$ cat src/rtl/mapper_ss_engine_pkg.sv
`default_nettype none
// +----------------------------------------------------------------------------+
// | Module   : mapper_ss_engine_pkg                                            |
// | Brief    : Save-state slot map, engine states and shared constants.        |
// | Revision : 1.0                                                              |
// +----------------------------------------------------------------------------+
package mapper_ss_engine_pkg;

    localparam logic [7:0] SS_ADDR_PRG    = 8'd0;
    localparam logic [7:0] SS_ADDR_CHR0   = 8'd1;
    localparam logic [7:0] SS_ADDR_CHR1   = 8'd2;
    localparam int         SS_IDX_SLOT    = 127;
    localparam int         SS_TMO_DEFAULT = 1024;

    typedef enum logic [2:0] {
        IDLE    = 3'd0,
        SV_SET  = 3'd1,
        SV_SAMP = 3'd2,
        SV_OUT  = 3'd3,
        LD_GET  = 3'd4,
        LD_WR   = 3'd5,
        LD_IDX  = 3'd6,
        FIN     = 3'd7
    } ss_state_e;

endpackage
`default_nettype wire

$ cat src/rtl/mapper_ss_engine_m2_edge_sync.sv
`default_nettype none
// +----------------------------------------------------------------------------+
// | Module   : m2_edge_sync                                                    |
// | Brief    : Two-flop synchroniser for CPU M2 with falling-edge pulse.       |
// | Revision : 1.0                                                              |
// +----------------------------------------------------------------------------+
module m2_edge_sync (
    input  logic clk,
    input  logic rst_n,
    input  logic m2,
    output logic m2_fall
);

    logic sync1_q, sync2_q, dly_q;
    logic sync1_d, sync2_d, dly_d;

    always_comb begin
        sync1_d = m2;
        sync2_d = sync1_q;
        dly_d   = sync2_q;
    end

    always_ff @(posedge clk or negedge rst_n) begin
        if (!rst_n) begin
            sync1_q <= 1'b0;
            sync2_q <= 1'b0;
            dly_q   <= 1'b0;
        end else begin
            sync1_q <= sync1_d;
            sync2_q <= sync2_d;
            dly_q   <= dly_d;
        end
    end

    // Edge taken only between fully synchronised stages.
    assign m2_fall = dly_q & ~sync2_q;

endmodule
`default_nettype wire

$ cat src/rtl/mapper_ss_engine.sv
`default_nettype none
// +----------------------------------------------------------------------------+
// | Module   : mapper_ss_engine                                                |
// | Brief    : Streams mapper save-state slots out to a host and back in.      |
// | Revision : 1.0                                                              |
// +----------------------------------------------------------------------------+
module mapper_ss_engine
    import mapper_ss_engine_pkg::*;
#(
    parameter int REG_CNT = SS_IDX_SLOT + 1,
    parameter int TMO     = SS_TMO_DEFAULT
) (
    input  logic       clk,
    input  logic       rst_n,
    input  logic       m2,
    input  logic       save_req,
    input  logic       load_req,
    input  logic       abort,
    output logic       ss_act,
    output logic       ss_we,
    output logic [7:0] ss_addr,
    output logic [7:0] ss_wdat,
    input  logic [7:0] ss_rdat,
    output logic [7:0] out_dat,
    output logic       out_valid,
    input  logic       out_ready,
    input  logic [7:0] in_dat,
    input  logic       in_valid,
    output logic       in_ready,
    output logic       busy,
    output logic       done,
    output logic       err_tmo,
    output logic       err_idx
);

    localparam int             TW        = $clog2(TMO + 1);
    localparam logic [7:0]     ADDR_LAST = 8'(REG_CNT - 1);
    localparam logic [TW-1:0]  TMO_LAST  = TW'(TMO - 1);

    logic m2_fall;

    m2_edge_sync u_m2_sync (
        .clk     (clk),
        .rst_n   (rst_n),
        .m2      (m2),
        .m2_fall (m2_fall)
    );

    ss_state_e     state_q, state_d;
    logic [7:0]    addr_q, addr_d;
    logic [7:0]    wdat_q, wdat_d;
    logic [7:0]    out_dat_q, out_dat_d;
    logic [7:0]    idx_exp_q, idx_exp_d;
    logic [TW-1:0] tmo_cnt_q, tmo_cnt_d;
    logic          out_valid_q, out_valid_d;
    logic          err_tmo_q, err_tmo_d;
    logic          err_idx_q, err_idx_d;
    logic          act_q, act_d;
    logic          we_q, we_d;
    logic          in_ready_q, in_ready_d;
    logic          done_q, done_d;

    always_comb begin
        state_d     = state_q;
        addr_d      = addr_q;
        wdat_d      = wdat_q;
        out_dat_d   = out_dat_q;
        idx_exp_d   = idx_exp_q;
        tmo_cnt_d   = tmo_cnt_q;
        out_valid_d = out_valid_q;
        err_tmo_d   = err_tmo_q;
        err_idx_d   = err_idx_q;

        unique case (state_q)
            IDLE: begin
                if (save_req || load_req) begin
                    state_d   = save_req ? SV_SET : LD_GET;
                    addr_d    = 8'd0;
                    err_tmo_d = 1'b0;
                    err_idx_d = 1'b0;
                end
            end
            SV_SET:  state_d = SV_SAMP;
            SV_SAMP: begin
                out_dat_d   = ss_rdat;
                out_valid_d = 1'b1;
                state_d     = SV_OUT;
            end
            SV_OUT: begin
                if (out_valid_q && out_ready) begin
                    out_valid_d = 1'b0;
                    if (addr_q == ADDR_LAST) begin
                        state_d = FIN;
                    end else begin
                        addr_d  = addr_q + 8'd1;
                        state_d = SV_SET;
                    end
                end
            end
            LD_GET: begin
                if (in_valid && in_ready_q) begin
                    if (addr_q == ADDR_LAST) begin
                        idx_exp_d = in_dat;
                        state_d   = LD_IDX;
                    end else begin
                        wdat_d    = in_dat;
                        tmo_cnt_d = '0;
                        state_d   = LD_WR;
                    end
                end
            end
            LD_WR: begin
                // Address and data stay put until the mapper has clocked them on M2 fall.
                if (m2_fall) begin
                    addr_d  = addr_q + 8'd1;
                    state_d = LD_GET;
                end else if (tmo_cnt_q == TMO_LAST) begin
                    err_tmo_d = 1'b1;
                    state_d   = FIN;
                end else begin
                    tmo_cnt_d = tmo_cnt_q + 1'b1;
                end
            end
            LD_IDX: begin
                if (idx_exp_q != ss_rdat) begin
                    err_idx_d = 1'b1;
                end
                state_d = FIN;
            end
            FIN:     state_d = IDLE;
            default: state_d = IDLE;
        endcase

        if (abort && (state_q != IDLE) && (state_q != FIN)) begin
            state_d     = FIN;
            out_valid_d = 1'b0;
        end

        act_d      = (state_d != IDLE);
        we_d       = (state_d == LD_WR);
        in_ready_d = (state_d == LD_GET);
        done_d     = (state_d == FIN);
    end

    always_ff @(posedge clk or negedge rst_n) begin
        if (!rst_n) begin
            state_q     <= IDLE;
            addr_q      <= 8'd0;
            wdat_q      <= 8'd0;
            out_dat_q   <= 8'd0;
            idx_exp_q   <= 8'd0;
            tmo_cnt_q   <= '0;
            out_valid_q <= 1'b0;
            err_tmo_q   <= 1'b0;
            err_idx_q   <= 1'b0;
            act_q       <= 1'b0;
            we_q        <= 1'b0;
            in_ready_q  <= 1'b0;
            done_q      <= 1'b0;
        end else begin
            state_q     <= state_d;
            addr_q      <= addr_d;
            wdat_q      <= wdat_d;
            out_dat_q   <= out_dat_d;
            idx_exp_q   <= idx_exp_d;
            tmo_cnt_q   <= tmo_cnt_d;
            out_valid_q <= out_valid_d;
            err_tmo_q   <= err_tmo_d;
            err_idx_q   <= err_idx_d;
            act_q       <= act_d;
            we_q        <= we_d;
            in_ready_q  <= in_ready_d;
            done_q      <= done_d;
        end
    end

    assign ss_act    = act_q;
    assign busy      = act_q;
    assign ss_we     = we_q;
    assign ss_addr   = addr_q;
    assign ss_wdat   = wdat_q;
    assign out_dat   = out_dat_q;
    assign out_valid = out_valid_q;
    assign in_ready  = in_ready_q;
    assign done      = done_q;
    assign err_tmo   = err_tmo_q;
    assign err_idx   = err_idx_q;

endmodule
`default_nettype wire
$ cat config.mk
export PLATFORM = sky130hd
export DESIGN_NAME = mapper_ss_engine
export DESIGN_NICKNAME = d
export VERILOG_FILES = /design/src/rtl/mapper_ss_engine_pkg.sv /design/src/rtl/mapper_ss_engine_m2_edge_sync.sv /design/src/rtl/mapper_ss_engine.sv
export SDC_FILE = /design/constraint.sdc
export NUM_CORES = 1
export LEC_CHECK = 0
export ABC_AREA = 1
export CORE_MARGIN = 4
export CORE_UTILIZATION = 50
export DETAILED_ROUTE_END_ITERATION = 16
export PLACE_DENSITY = 0.78
export SETUP_SLACK_MARGIN = 0.05
export SLEW_MARGIN = 20
export SYNTH_ARGS = -nofsm -noshare
export SYNTH_HDL_FRONTEND = slang
export SYNTH_SLANG_ARGS = --single-unit
$ cat constraint.sdc
create_clock -name clk -period 3 [get_ports clk]
set_clock_uncertainty 0.1 [all_clocks]
set_input_delay 0.6 -clock clk [delete_from_list [all_inputs] [get_ports clk]]
set_output_delay 0.6 -clock clk [all_outputs]
set_load 0.005 [all_outputs]
* Word-level counts from Yosys, hierarchy flattened
Cells that the tools add are included.
Cells by class: $add $sub $neg 2, equal/unequal tests 25, multiplexer cells 29, bitwise logic cells 3, reduce and logical (&&, ||, !) cells 20
Operators with widths (count):
- $mux W11 | 4
- $mux W8 | 4
- $mux W3 | 8
- $pmux W3 S8 | 1
- $pmux W8 S3 | 1
- $pmux W11 S2 | 1
- $eq A3 B3 Y1 const B | 7
- $ne A2 B2 Y1 const B | 10
- $reduce_bool A3 Y1 | 4
- $add A11 B1 Y11 const B | 1
- $eq A11 B10 Y1 const B | 1
- $reduce_and A5 Y1 | 2
- $reduce_and A3 Y1 | 3
- $add A8 B1 Y8 const B | 1
- $eq A8 B7 Y1 const B | 1
- $ne A8 B8 Y1 | 1
- $eq A3 B2 Y1 const B | 2
- $mux W1 | 6
- $ne A3 B3 Y1 const B | 2
- $pmux W1 S2 | 3
- $reduce_bool A2 Y1 | 3
- $logic_and A1 B1 Y1 | 4
- $reduce_and A4 Y1 | 1
- $eq A3 B1 Y1 const B | 1
- 6 further kinds | 7
Word-level totals: register bits after elaboration 56

* Longest topological paths before layout
Gate-level depths: netlist of the first run.
depth after elaboration 6, gate-level depth with buffers 11, mapped depth without buffers 11

* Modules after synthesis
From an unflattened synthesis of the first run, not the netlist that was laid out.
Unflattened totals: cells, all modules 352, area, all modules 2860.2 um2
By module, submodules not included:
- mapper_ss_engine | instances 1, cells an instance 347, area an instance 2775.2 um2, seq. area each 1326.3 um2
- m2_edge_sync | instances 1, cells an instance 5, area an instance 85.1 um2, seq. area each 75.1 um2

* Least setup slack after synthesis of the first run
No wires, ideal clock.
kind reg2reg, start point register addr_q[0] (netlist: ss_addr[0]), end point register tmo_cnt_q[9], library setup time 0.121 ns, arrival time 1.465 ns, slack 1.314 ns, cell stages (with the launch flop) 12, period minus slack after synthesis 1.686 ns, cells stage by stage dfrtp_1 -> ha_1 -> nand2_1 -> nor2_2 -> nand2_1 -> nand2_4 -> nand2_4 -> nand2_4 -> inv_4 -> buf_6 -> nand3_1 -> o21ai_1
On the way: cells in the longest elaborated chain, start to end 3
Ends and longest elaborated chain:
- start, declared | RTL line mapper_ss_engine.sv:50 | logic [7:0] addr_q, addr_d;
- start signal, assigned | RTL line mapper_ss_engine.sv:162 | addr_q <= addr_d;
- $eq A8 B7 Y1 | RTL line mapper_ss_engine.sv:102 | if (addr_q == ADDR_LAST) begin
- $ne A2 B2 Y1 (no source line)
- $reduce_and A5 Y1 (no source line)
- end signal, assigned | RTL line mapper_ss_engine.sv:166 | tmo_cnt_q <= tmo_cnt_d;
- end, declared | RTL line mapper_ss_engine.sv:54 | logic [TW-1:0] tmo_cnt_q, tmo_cnt_d;
Every way passes these cells. A chain may end at the register's enable or synchronous reset.

* Worst setup path in the final report of the first run
start point input port in_valid, end point register idx_exp_q[2]
On the way: cells in the longest elaborated chain, start to end 2
Ends and longest elaborated chain:
- start, declared | RTL line mapper_ss_engine.sv:28 | input logic in_valid,
- $logic_and A1 B1 Y1 | RTL line mapper_ss_engine.sv:101 | if (in_valid && in_ready_q) begin
- $reduce_and A3 Y1 (no source line)
- end signal, assigned | RTL line mapper_ss_engine.sv:165 | idx_exp_q <= idx_exp_d;
- end, declared | RTL line mapper_ss_engine.sv:53 | logic [7:0] idx_exp_q, idx_exp_d;
Every way passes these cells.

==> metrics.txt, run 1 <==
final hold slack 255 ps; Synth area leader dfrtp_1; Row Count 27; Worst slew margin 0.484; Die Wd 83.0 um; die height 83.0 um; ranking of synthesized cells by area dfrtp_1 50%, nand2_1 12%, o21ai_0 5.9%, inv_1 5.3%, nand3_1 4.4%; Slowest cell on crit path clkdlybuf4s50_1; R2R cell count 11; Netlist cell types 29; largest net degree at the start of global routing 36; number of global-route vias before repair 2335; grt ovf 0; status completed; CTS Buf Count 5; drc violations 0; Final Hold Viols 0; Fmax achieved 497 MHz; Max clock buf depth 2; DR vias/cell 4.95; detailed placement HPWL 4450 um; # diodes 0; max incr delay on CP 450 ps; # hold bufs at CTS 0; Final setup viols 0; Seq cells post-synth 56; GP Congestion 0.924; Startpoint Class primary input; crit path time final 2010 ps; CP Capture Type flip-flop; HP Class primary input to async pin; antenna violations before repair 0; final wirelength 6070 um; syn_nets 367; reg2reg end tmo_cnt_q[3]$_DFFE_PN0P_; CP top delay family simple AND/OR/NAND/NOR gates; critical path class primary input to flip-flop; core box area 5470 um^2; placed cell count 464; Syn Inst Count 341; CP arrival 2130 ps; measured slew at the worst slew-check pin 775 ps; Initial DRC Count 154; Seq/Total Area, Yosys 0.498; Post-CTS Repair Setup Buffers 0; Global Route Usage Sum 0.188; Avg WL per Cell 12.9 um; share of flip-flops with an asynchronous set or reset 1.00; Post-DRT Antenna Nets 0; # port buffers 55; WP data required 3120 ps; CTS Root Cell clkbuf_8; CTS clk-pin slew, worst paths 100 ps; Crit Reg-Reg Startpoint ss_addr[0]$_DFFE_PN0P_; maxcap violations 0; Layout area overhead 26.1%; worst vdd ir 0.347 mV; R2R Setup Slk 1050 ps; Die ar. 6890 um^2; top cell type's share of synthesized area 0.498; drt first pass iters 4; critical-path maximum fanout 16; area of the multi-input gates 1200 um^2; Mean Syn Cell Area 8.25 um^2; synthesized cell area 2810 um^2; total power 2.68 mW; Synth Warn # 0; count of final max-slew check failures 0; worst skew pair latency 310 ps; crit path cell chain clkdlybuf4s50_1 -> nand2_1 -> nor3_4 -> nand3_1 -> o21ai_0; TritonCTS clock tree yes; I/O Pins 56; setup TNS 0 ps; CTS H-tree lvls 2; Post-Layout Cell Count 471; Initial Util 0.514; Synth top cells by count 91 x nand2_1, 56 x dfrtp_1, 40 x inv_1; Sink Count 56; first-pass GRT wire length 10900 um; storage element area 1400 um^2; count leader, synth nand2_1; Final nets 425; fin crit share 0.671; Top FF cell, synth dfrtp_1; fillcell total 481; share of layout cells above drive strength 1 0.0827; post-CTS sizing 0; Pwr Density 755 nW/um^2; RSZ-0062 raised after global routing false; WP buf/inv 1; number of synthesized flops with an enable pin 0; P_leak 1.63 nW; DR vias 2331
[worst max path at each step]
stage | endpoint | start | cells past startpoint | slack [ps]
floorplan | tmo_cnt_q[9]$_DFFE_PN0P_ | ss_addr[0]$_DFFE_PN0P_ | 11 | 1310
global placement | tmo_cnt_q[3]$_DFFE_PN0P_ | in_valid | 10 | 740
detailed placement | idx_exp_q[2]$_DFFE_PN0P_ | in_valid | 5 | 680
CTS | idx_exp_q[2]$_DFFE_PN0P_ | in_valid | 5 | 980
global route | busy$_DFF_PN0_ | ss_addr[0]$_DFFE_PN0P_ | 8 | 800
finish | idx_exp_q[2]$_DFFE_PN0P_ | in_valid | 5 | 990
[layer usage]
layer  up-vias  share of wire  global-route usage
met5         -              0                   0
met4         0          0.013              0.0475
met3        10          0.064              0.0427
met2        65           0.46               0.308
met1      1062           0.46               0.252
li1       1194              -                   -
[through the flow]
stage | utilization | setup slack (ps) | instance area, um^2
detailed placement | 0.625 | 675 | 3420
global placement | 0.625 | 736 | 3420
finish | 0.649 | 986 | 3550
floorplan | - | 1310 | 2810
CTS | 0.649 | 985 | 3550
global route | 0.649 | 802 | 3550
[registers in the layout (all words and copies together) (netlist names)]
register / count
ss_addr: 8
tmo_cnt_q: 11
in_ready: 1
done: 1
state_q: 3
u_m2_sync.sync1_q: 1
u_m2_sync.dly_q: 1
busy: 1
err_idx: 1
ss_wdat: 8
u_m2_sync.dly_d: 1
ss_we: 1
err_tmo: 1
out_valid: 1
out_dat: 8
idx_exp_q: 8
[power by group]
| group | internal (mW) | switching (mW) | total, mW |
|---|---|---|---|
| sequential | 0.938 | 0.135 | 1.07 |
| clock | 0.329 | 0.249 | 0.578 |
| combinational | 0.475 | 0.555 | 1.03 |
[cell type report]
class / instances / area share
clock buffer: 5 / 0.0194
clock inverter: 2 / 0.0169
inverter: 45 / 0.0483
multi-input combinational: 234 / 0.337
sequential: 56 / 0.395
tap: 72 / 0.0254
timing repair buffer: 57 / 0.158
[layout by cell type (no fill, tap or decap), drive strengths merged, types with 3 or more instances in the layout]
cell type,synthesis,layout
xor2,9,9
dfrtp,56,56
nand4,5,5
clkdlybuf4s50,0,54
nand2,96,96
mux2,5,5
xnor2,7,7
clkbuf,1,5
nor2,31,31
nand3,27,27
inv,45,45
nor3,6,6
buf,5,3
o21ai,41,41
[cells by family after synthesis]
kind of cell,synth area share
compound gates,0.0849
xor+xnor,0.0498
fa+ha+maj,0.00889
buf+inv,0.0765
flops,0.498
mux,0.0200
simple gates,0.262
Power figures use the tool's default switching activity.
==> inputs of run 2 (changes only) <==
Clock period 3 ns to 2.09 ns, I/O delays scaled along.
==> run 2 against run 1 <==
  * Global-route usage is 0.36 points lower
  * Sequential power is 45% higher
  * Highest routed layer unchanged
  * First-iteration DRC count is 35% lower
  * Power is 37% higher
  * Non-clock buffer count is 4 higher
  * Register-to-register slack worse by 820 ps
  * Core utilization is 0.34 points higher
  * Hold slack better by 7.8 ps
  * Wire length is 1.1% lower
==> metrics.txt, run 2 (synthesis results as in run 1) <==
core box area 5470 um^2 (unchanged); Pwr Density 1030 nW/um^2 (+37%); Post-Layout Cell Count 477 (+1.3%); number of global-route vias before repair 2325 (-0.43%); DP Area 3460 um^2 (+1.0%); I/O Pins 56 (unchanged); crit path time final 1860 ps; worst vdd ir 0.555 mV (+60%); Startpoint Class flip-flop; maxcap violations 0 (unchanged); Avg WL per Cell 12.6 um (-2.3%); CTS clk-pin slew, worst paths 110 ps (about the same); placed cell count 467 (+0.65%); first-pass GRT wire length 10500 um (-3.2%); max incr delay on CP 410 ps (-40 ps); area of the multi-input gates 1200 um^2 (+0.52%); Slowest cell on crit path dfrtp_1; die height 83.0 um (unchanged); fillcell total 470 (-2.3%); measured slew at the worst slew-check pin 517 ps (-258 ps); Final nets 430 (+1.2%); Final setup viols 0 (unchanged); final hold slack 263 ps (+7.80 ps); DR vias/cell 4.95 (about the same); drc violations 0 (unchanged); setup TNS 0 ps (unchanged); Sink Count 56 (unchanged); combinational power share 0.410 (+0.026); commonest cells after routing, fill and taps aside 91 x nand2_1, 56 x dfrtp_1, 54 x clkdlybuf4s50_1; CTS Buf Count 5 (unchanged); Worst slew margin 0.655 (+0.172); pre-CTS setup slack 83.1 ps (-592 ps); detailed placement HPWL 4510 um (+1.4%); HP Class flip-flop to flip-flop; DR vias 2359 (+1.2%); # diodes 0 (unchanged); critical path class flip-flop to flip-flop; Final Hold Viols 0 (unchanged); worst setup slack after layout 226 ps (-760 ps); Pint 2.30 mW (+32%); Die Wd 83.0 um (unchanged); critical-path maximum fanout 5 (-11); Die ar. 6890 um^2 (unchanged); RSZ-0062 raised after global routing true; share of layout cells above drive strength 1 0.0938 (+0.0111); storage element area 1400 um^2 (unchanged); status completed; Post-Route Utilization 0.652 (+0.00343); Row Count 27 (unchanged); max FFs per register 11 (unchanged); CTS H-tree lvls 2 (unchanged); fin area 3570 um^2 (+0.53%); worst skew pair latency 320 ps (about the same); Global Route Usage Sum 0.184 (-0.00358); # port buffers 55 (unchanged); Post-CTS Repair Setup Buffers 0 (unchanged); Switching Fraction 0.376 (+0.0257); crit path cell chain ha_1 -> nand2_1 -> nor2_2 -> nand3_1 -> inv_1 -> nor2_1 -> nand4_1 -> inv_1 -> nor2_1; commonest non-fill, non-tap cell in the layout nand2_1; fin crit share 0.892; CP arrival 2010 ps (-120 ps); grt ovf 0 (unchanged); drt first pass iters 4 (unchanged); CTS Root Cell clkbuf_8; final wirelength 6000 um (-1.1%); Reg with most FFs tmo_cnt_q; count of final max-slew check failures 0 (unchanged); CP Capture Type flip-flop; TritonCTS clock tree yes; WP data required 2230 ps (-890 ps); clock share of power 0.170 (-0.046); register share of total power 0.420 (+0.020); antenna violations before repair 0 (unchanged); total power 3.68 mW (+37%); Layout area overhead 26.8%; Post-DRT Antenna Nets 0 (unchanged); Initial DRC Count 100 (-35%); sw power 1.39 mW (+47%); Initial Util 0.514 (unchanged); P_leak 1.64 nW (+0.30%); GP Congestion 0.898 (-2.9%); largest net degree at the start of global routing 35 (-2.8%); Fmax achieved 537 MHz; Max clock buf depth 2 (unchanged)
run 2: cell count changes in the layout (fill, tap and decap cells not counted):
cell / delta
buf_12: +1
dlygate4sd3_1: +1
nor2_2: +1
clkinv_4: +1
inv_8: +1
clkinvlp_4: +1
bufinv_16: -2
buf_4: +2
run 2: final timing paths:
check                                       startpoint                        end  slack (ps)  depth (start not counted)
setup / recovery                ss_addr[0]$_DFFE_PN0P_             done$_DFF_PN0_         230                          9
hold / removal             u_m2_sync.sync1_q$_DFF_PN0_  u_m2_sync.dly_d$_DFF_PN0_         260                          0
setup reg to reg                ss_addr[0]$_DFFE_PN0P_             done$_DFF_PN0_         230                          9
hold reg to reg            u_m2_sync.sync1_q$_DFF_PN0_  u_m2_sync.dly_d$_DFF_PN0_         260                          0
max in group asynchronous                        rst_n       state_q[1]$_DFF_PN0_         800                          3
min in group asynchronous                        rst_n   idx_exp_q[5]$_DFFE_PN0P_         540                          2
run 2: layer usage:
metal	routed length (um)	global-route usage	share of wire
met5	0	0	0
met4	70	0.0490	0.012
met3	341	0.0526	0.057
met2	2850	0.310	0.47
met1	2740	0.233	0.46
run 2: layout make-up:
cell class,instances,area share
Timing Repair Buffer,61,0.170
Multi-Input combinational cell,235,0.337
Inverter,45,0.0480
Clock inverter,3,0.00771
Clock buffer,5,0.0193
Tap cell,72,0.0252
Sequential cell,56,0.393
run 2: worst max-delay path: cells and delay by family (launching register included):
kind,cells,cell delay (ps)
adder cells (fa/ha/maj),1,200
AND/OR/NAND/NOR,6,790
flip-flops,1,410
buffers and inverters,2,280
run 2: power groups by stage:
stage          registers, mW  clock network, mW  logic [mW]
2_1_floorplan           1.55                  0       0.842
3_3_place_gp            1.55                  0        1.46
5_1_grt                 1.58              0.692        1.70
3_5_place_dp            1.56                  0        1.49
6_report                1.55              0.627        1.51
4_1_cts                 1.54              0.649        1.50
run 2: repair_timing:
item	CTS	global route
hold buffers	1	0
endpoints found under the hold margin	22	0
setup endpoints to repair	0	5
resized for setup	0	0
==> inputs of run 3 (changes only) <==
Settings changed: CORE_UTILIZATION 50 to 48, CTS_BUF_LIST set to sky130_fd_sc_hd__clkbuf_8.
Clock period 2.09 ns to 1.68 ns, I/O delays scaled along.
==> run 3 against run 2 <==
  * Hold slack improved by 1.2 ps
  * Sequential share of layout area fell by 3.9 points
  * Register-to-register slack got worse by 170 ps
  * Highest routed layer unchanged
==> metrics.txt, run 3 (synthesis results as in run 1) <==
antenna violations before repair 0 (unchanged); fin crit share 0.964 (+0.0722); CTS Buf Count 5 (unchanged); detailed placement HPWL 4790 um (+6.1%); # diodes 0 (unchanged); final wirelength 6630 um (+11%); GR Util met2 0.336 (+0.0262); clock share of power 0.160 (-0.010); number of global-route vias before repair 2592 (+11%); maxcap violations 0 (unchanged); met1 GRT Util 0.229 (-0.00331); placed cell count 489 (+4.7%); die height 84.6 um (+1.9%); status completed; Sink Count 56 (unchanged); total power 5.10 mW (+39%); Max clock buf depth 2 (unchanged); drt first pass iters 4 (unchanged); Initial Util 0.502 (-0.0124); Die ar. 7150 um^2 (+3.8%); share of layout cells above drive strength 1 0.222 (+0.128); core box area 5610 um^2 (+2.5%); I/O Pins 56 (unchanged); P_leak 2.04 nW (+25%); Post-Route Utilization 0.708 (+0.0557); setup TNS 0 ps (unchanged); worst setup slack after layout 60.4 ps (-166 ps); Switching Fraction 0.371 (-0.00563); CTS clk-pin slew, worst paths 100 ps (about the same); Layout area overhead 41.0%; commonest cells after routing, fill and taps aside 86 x nand2_1, 55 x dfrtp_1, 40 x buf_4; Row Count 27 (unchanged); fin area 3970 um^2 (+11%); critical path class flip-flop to flip-flop; Reg with most FFs tmo_cnt_q; Global Route Usage Sum 0.191 (+0.00688); worst skew pair latency 320 ps (about the same); Initial DRC Count 82 (-18%); RSZ-0062 raised after global routing true; final hold slack 264 ps (+1.17 ps); Post-DRT Antenna Nets 0 (unchanged); first-pass GRT wire length 11200 um (+6.9%); DP Area 3620 um^2 (+4.6%); sw power 1.89 mW (+37%); Die Wd 84.6 um (+1.9%); Crit Reg-Reg Startpoint ss_addr[0]$_DFFE_PN0P_; Pwr Density 1290 nW/um^2 (+25%); count of final max-slew check failures 0 (unchanged); combinational power share 0.471 (+0.061); CTS Root Cell clkbuf_8; HP Class flip-flop to flip-flop; R2R Setup Slk 60 ps (-170 ps); Final setup viols 0 (unchanged); CP Capture Type flip-flop; register share of total power 0.369 (-0.051); DR vias 2569 (+8.9%); crit path time final 1620 ps (-244 ps); worst vdd ir 0.718 mV (+29%); R2R cell count 8 (-1); TritonCTS clock tree yes; Post-Layout Cell Count 514 (+7.8%); met3 usage 0.0500 (-0.00253); largest net degree at the start of global routing 35 (unchanged); Worst slew margin 0.711 (+0.0554); critical-path maximum fanout 4 (-1); Avg WL per Cell 12.9 um (+2.6%); Most Crowded Layer GR met2; reg2reg end busy$_DFF_PN0_; measured slew at the worst slew-check pin 434 ps (-83.0 ps); DR vias/cell 5.00 (+1.1%); CTS H-tree lvls 2 (unchanged); drc violations 0 (unchanged); # port buffers 55 (unchanged); grt ovf 0 (unchanged); Final nets 467 (+8.6%); CP arrival 1730 ps (-280 ps); crit path to busy$_DFF_PN0_; Pint 3.21 mW (+40%); WP data required 1790 ps (-440 ps); max FFs per register 11 (unchanged); commonest non-fill, non-tap cell in the layout nand2_1; pre-CTS setup slack -251 ps (-334 ps); CP Launch Point ss_addr[0]$_DFFE_PN0P_; Final Hold Viols 0 (unchanged); Startpoint Class flip-flop; GP Congestion 0.898 (about the same); Fmax achieved 617 MHz (+15%)
run 3: critical path, cell delays in order, from the launching register on:
cell     delay (ps)
dfrtp_1         400
ha_4            170
nand2_4          50
nor2_4          170
nand2_2         100
nand2_4          90
nand4_1         210
nor2_1          160
nand2_1          70
run 3: layer usage:
metal | vias up | share of wire
met5 | - | 0
met4 | 0 | 0.014
met3 | 10 | 0.050
met2 | 57 | 0.50
met1 | 1223 | 0.44
li1 | 1279 | -
run 3: how the worst min path moves through the flow:
stage,cells past startpoint,to,from
5_1_grt,0,u_m2_sync.dly_d$_DFF_PN0_,u_m2_sync.sync1_q$_DFF_PN0_
3_5_place_dp,0,u_m2_sync.dly_d$_DFF_PN0_,u_m2_sync.sync1_q$_DFF_PN0_
4_1_cts,0,u_m2_sync.dly_d$_DFF_PN0_,u_m2_sync.sync1_q$_DFF_PN0_
2_1_floorplan,0,busy$_DFF_PN0_,rst_n
3_3_place_gp,2,tmo_cnt_q[3]$_DFFE_PN0P_,rst_n
6_report,0,u_m2_sync.dly_d$_DFF_PN0_,u_m2_sync.sync1_q$_DFF_PN0_
run 3: power by group through the flow:
stage / Combinational (mW) / Sequential [mW] / Clock, mW
2_1_floorplan: 1.05 / 1.93 / 0
3_3_place_gp: 2.09 / 1.91 / 0
3_5_place_dp: 2.14 / 1.91 / 0
4_1_cts: 2.28 / 1.87 / 0.842
5_1_grt: 2.67 / 1.93 / 0.890
6_report: 2.41 / 1.88 / 0.816
run 3: repair_timing:
action / CTS / global route
resized for setup: 31 / 41
buffers inserted: 12 / 4
pin swaps: 3 / 10
hold endpoints to repair: 56 / 0
hold buffers: 1 / 0
endpoints found under the setup margin: 40 / 49
run 3: area by class of cell:
type | instances | area (um^2)
fill | 461 | 1640
sequential | 56 | 1400
multi-input combinational | 234 | 1300
timing repair buffer | 99 | 891
inverter | 45 | 184
tap | 72 | 90.1
clock buffer | 6 | 82.6
clock inverter | 2 | 17.5
